<file path="src/rtl/memory_arbiter.sv">
// Arbitrates one shared RAM port between an instruction fetch port and a data port.
// Data wins by default; a starvation counter forces an instruction grant after STARVE_LIMIT data grants.
`timescale 1ns/1ps
module memory_arbiter #(
    parameter int STARVE_LIMIT = 4
) (
    input  logic        CLK,
    input  logic        RST,
    input  logic        iREN,
    input  logic [31:0] iaddr,
    output logic        iwait,
    output logic [31:0] iload,
    input  logic        dREN,
    input  logic        dWEN,
    input  logic [31:0] daddr,
    input  logic [31:0] dstore,
    output logic        dwait,
    output logic [31:0] dload,
    output logic        ramREN,
    output logic        ramWEN,
    output logic [31:0] ramaddr,
    output logic [31:0] ramstore,
    input  logic [31:0] ramload,
    input  logic        ram_ready,
    input  logic        ram_error
);

    localparam int CW = $clog2(STARVE_LIMIT + 1);

    typedef enum logic [1:0] {IDLE = 2'd0, DACC = 2'd1, IACC = 2'd2} state_t;

    state_t        state_q, state_d;
    logic [CW-1:0] cnt_q, cnt_d;
    logic [31:0]   addr_q, addr_d;
    logic [31:0]   store_q, store_d;
    logic          wr_q, wr_d;

    logic data_pending;
    logic starved;
    logic done;
    logic d_done;
    logic i_done;

    assign data_pending = dREN | dWEN;
    assign starved      = iREN && (cnt_q == CW'(STARVE_LIMIT));
    // An errored ready is a retry, not a completion.
    assign done         = ram_ready && !ram_error;

    always_ff @(posedge CLK or posedge RST) begin
        if (RST) begin
            state_q <= IDLE;
            cnt_q   <= '0;
            addr_q  <= '0;
            store_q <= '0;
            wr_q    <= 1'b0;
        end else begin
            state_q <= state_d;
            cnt_q   <= cnt_d;
            addr_q  <= addr_d;
            store_q <= store_d;
            wr_q    <= wr_d;
        end
    end

    always_comb begin
        state_d = state_q;
        cnt_d   = cnt_q;
        addr_d  = addr_q;
        store_d = store_q;
        wr_d    = wr_q;
        case (state_q)
            IDLE: begin
                if (iREN && (starved || !data_pending)) begin
                    state_d = IACC;
                    cnt_d   = '0;
                    addr_d  = iaddr;
                    store_d = '0;
                    wr_d    = 1'b0;
                end else if (data_pending) begin
                    // Below the limit whenever iREN is high here, so the increment cannot wrap.
                    state_d = DACC;
                    cnt_d   = iREN ? cnt_q + CW'(1) : '0;
                    addr_d  = daddr;
                    store_d = dstore;
                    wr_d    = dWEN;
                end else begin
                    cnt_d = '0;
                end
            end
            DACC, IACC: begin
                if (done) begin
                    state_d = IDLE;
                end
            end
            default: state_d = IDLE;
        endcase
    end

    always_comb begin
        ramREN   = (state_q != IDLE) && !wr_q;
        ramWEN   = (state_q != IDLE) && wr_q;
        ramaddr  = addr_q;
        ramstore = store_q;
        // A requester that dropped its request mid-access gets no completion.
        d_done   = (state_q == DACC) && done && data_pending;
        i_done   = (state_q == IACC) && done && iREN;
        dwait    = data_pending && !d_done;
        iwait    = iREN && !i_done;
        dload    = (d_done && !wr_q) ? ramload : 32'd0;
        iload    = i_done ? ramload : 32'd0;
    end

endmodule

</file>
<file path="config.mk">
export PLATFORM = sky130hd
export DESIGN_NAME = memory_arbiter
export DESIGN_NICKNAME = d
export VERILOG_FILES = /design/src/rtl/memory_arbiter.sv
export SDC_FILE = /design/constraint.sdc
export NUM_CORES = 1
export LEC_CHECK = 0
export CAP_MARGIN = 20
export CORE_AREA = 2 2 104 106
export CTS_CLUSTER_SIZE = 12
export DETAILED_ROUTE_END_ITERATION = 10
export DIE_AREA = 0 0 106 108
export DONT_BUFFER_PORTS = 1
export GPL_TIMING_DRIVEN = 1
export PLACE_DENSITY_LB_ADDON = 0.12
export SYNTH_ARGS = -nofsm -noshare
export SYNTH_HDL_FRONTEND = slang
export SYNTH_SLANG_ARGS = --single-unit
</file>
<file path="constraint.sdc">
create_clock -name CLK -period 6.2 [get_ports CLK]
set_input_delay 1.24 -clock CLK [delete_from_list [all_inputs] [get_ports CLK]]
set_output_delay 1.24 -clock CLK [all_outputs]
set_load 0.02 [all_outputs]
</file>
==> flow_summary.ini <==
[global_route]
first_global_vias = 2886
grt_usage_pct = 18.7
grt_first_pass_wirelength_mm = 16.1
grt_max_degree = 71
antenna_found_initial = 0
overflow = 0

[logic_synthesis]
netlist_area_um2 = 3570
yosys.cell_types.count = 33
synth_edf_count = 0
yosysWarnings = 0
synth_seq_cells = 70
syn_inst = 373
synthFlopType = dfrtp_1
seq_area_frac_synth_pct = 49.1
synth_fp_nets = 513
postSynth.asyncResetShare_pct = 100
synth_area_per_cell_um2 = 9.56

[power_and_ir_drop]
clkPwrFrac_pct = 20.1
p_int_uw = 1190
power_switching_share_pct = 45.1
power.leakage_uw = 0.00164
comb_power_share_pct = 28.9
seq_power_share_pct = 50.9
ir_drop_mv = 0.245
power.density_nw_per_um2 = 556
switchingPower_uw = 978

[drt]
via_per_inst = 5.91
num_vias = 2941
dr.pass1.iters = 4
drc_errors = 0
ant_nets = 0
drtIter0Drc = 175
wl_mm = 11.1
avgRoutedWirePerCell_um = 22.3

[critical_path]
cp-start-kind = primary input
critical_path.slowest_cell = and4bb_1
cp_max_fo = 32
crit_chain = nor2b_1 > and4bb_1 > and2_1
cp_num_buf_inv = 0
crit_family = simple AND/OR/NAND/NOR gates
crit_arrival_ps = 2660
cp-end-kind = primary output
crit_type = in2out
required_ps = 4960
slowest_delay_ps = 750

[timing]
slew_headroom_pct = 41.1
finalCriticalPeriod_ps = 3900
fin_skew_ps = 9.58
fin_crit_sh_pct = 62.8
hold_viol = 0
worst_slew_pin_slew_ps = 883
maxSlewViolCount = 0
fmax_ghz = 0.257
setup_violations = 0
tns_ps = 0
rsz0062_at_grt = false

[floorplanning]
die_x_um = 106
core_um2 = 10200
ioPinCount = 267
rows = 37
die_area_um2 = 11400
initial_core_util_pct = 34.9
die_h_um = 108

[clock_tree]
clk_pin_slew_ps = 70
clock_sinks = 70
cts_hold_buf = 0
clockBufferDepth = 2
insertion_delay_ps = 350
cts_root_buffer = clkbuf_8
cts_resized = 0
h-tree-depth = 3
post_cts_buffers = 0
cts_tree = done
cts_made_buffers = 9

[finish]
syn_to_final_growth_pct = 9.16
nets = 497
fillCellCount = 1027
diodes = 0
layout-drive-gt1-share_pct = 8.01
final_core_util_pct = 38.0

[placement]
portBuffers = 0
place_hpwl_mm = 8.02
gp_congestion = 0.760

[job]
max_cap_violations = 0

[run_status]
status = completed

[hold_path]
hold_path.class = reg2reg
Yosys cell counts, drive strengths merged (2+ instances only):
cell | count | area [µm²]
o2bb2ai | 3 | 32.5
inv | 7 | 26.3
ha | 5 | 62.6
nor2b | 2 | 12.5
a31oi | 33 | 206
dfrtp | 70 | 1750
buf | 20 | 116
nand2 | 2 | 7.51
and2 | 64 | 400
clkbuf | 15 | 58.8
o31ai | 2 | 20.0
a21oi | 34 | 170
o21ai | 37 | 185
nor2 | 35 | 131
a22o | 32 | 280
worst reg2reg max path, stage by stage (launching register included):
cell	delay, ps
dfrtp_1	400
inv_1	90
ha_1	440
o31a_1	700
buf_4	370
o21ai_0	170
o2bb2ai_1	170
cell usage in the layout, fill, tap and decap left out, drive strengths merged:
cell / count
o31ai: 2
and4bb: 1
o2bb2ai: 3
a31oi: 33
o22ai: 1
bufinv: 2
and2: 64
nand3: 1
o31a: 1
nand2: 2
a2bb2oi: 1
a22o: 32
clkinvlp: 1
buf: 8
a32o: 1
dfrtp: 70
ha: 5
nor3b: 1
nand3b: 1
nor2b: 2
clkbuf: 12
and3: 1
nor2: 35
or4b: 1
o21ai: 37
a21o: 1
inv: 8
a21oi: 34
o211ai: 1
power by group through the flow:
| stage | Clock (µW) | Combinational, µW | Sequential (µW) |
|---|---|---|---|
| floorplan | 0 | 530 | 1050 |
| global placement | 0 | 615 | 1120 |
| detailed placement | 0 | 641 | 1110 |
| CTS | 447 | 636 | 1110 |
| global route | 471 | 712 | 1130 |
| finish | 436 | 627 | 1100 |
stage by stage:
stage	hold WS [ps]	worst slack (ps)	instances	total power (µW)	area (µm²)
finish	534	2300	498	2170	3890
global route	572	2180	498	2310	3890
CTS	540	2310	497	2190	3880
detailed placement	521	2320	481	1750	3640
global placement	513	2410	480	1730	3620
floorplan	481	2710	373	1580	3570
metal layers:
layer / vias up / GRT usage (%) / wire length (µm)
met3: 24 / 7.47 / 1080
met5: - / 0 / 0
met1: 1441 / 18.4 / 3780
met4: 0 / 9.77 / 371
met2: 189 / 34.1 / 5890
li1: 1287 / - / -
cells by family (layout without fill, tap and decap cells):
group                      after synthesis  after routing  share of synthesized area, %
adders and majority gates                5              5                          1.75
AOI/OAI and AO/OA                      147            147                          26.6
buffers and inverters                   42             31                          5.65
DFF                                     70             70                          49.1
and+or+nand+nor                        109            109                          16.8
flip-flops by register name (all words and copies together) (netlist names):
signal / flops
cnt_q: 3
ramaddr: 32
ramstore: 32
state_q: 2
wr_q: 1
path summary, 6_finish.rpt:
kind	startpoint	end	slack, ps	depth (start not counted)
worst max-delay path	ram_ready	dload[9]	2300	3
worst min-delay path	state_q[1]$_DFFE_PP0P_	state_q[1]$_DFFE_PP0P_	530	1
min in group asynchronous	RST	ramstore[25]$_DFFE_PP0P_	1040	2
worst max register to register	state_q[0]$_DFFE_PP0P_	state_q[0]$_DFFE_PP0P_	3790	6
worst min register to register	state_q[1]$_DFFE_PP0P_	state_q[1]$_DFFE_PP0P_	530	1
max in group asynchronous	RST	state_q[1]$_DFFE_PP0P_	4590	2
final cells by class:
cell class	instances	area, µm²	share of cell area (%)
Clock buffer	12	165	4.24
Clock inverter	4	76.3	1.96
Inverter	7	26.3	0.675
Multi-Input combinational cell	261	1630	41.8
Sequential cell	70	1750	45.0
Tap cell	136	170	4.37
Timing Repair Buffer	8	75.1	1.93
No activity file was read; power rests on OpenSTA's default activity.
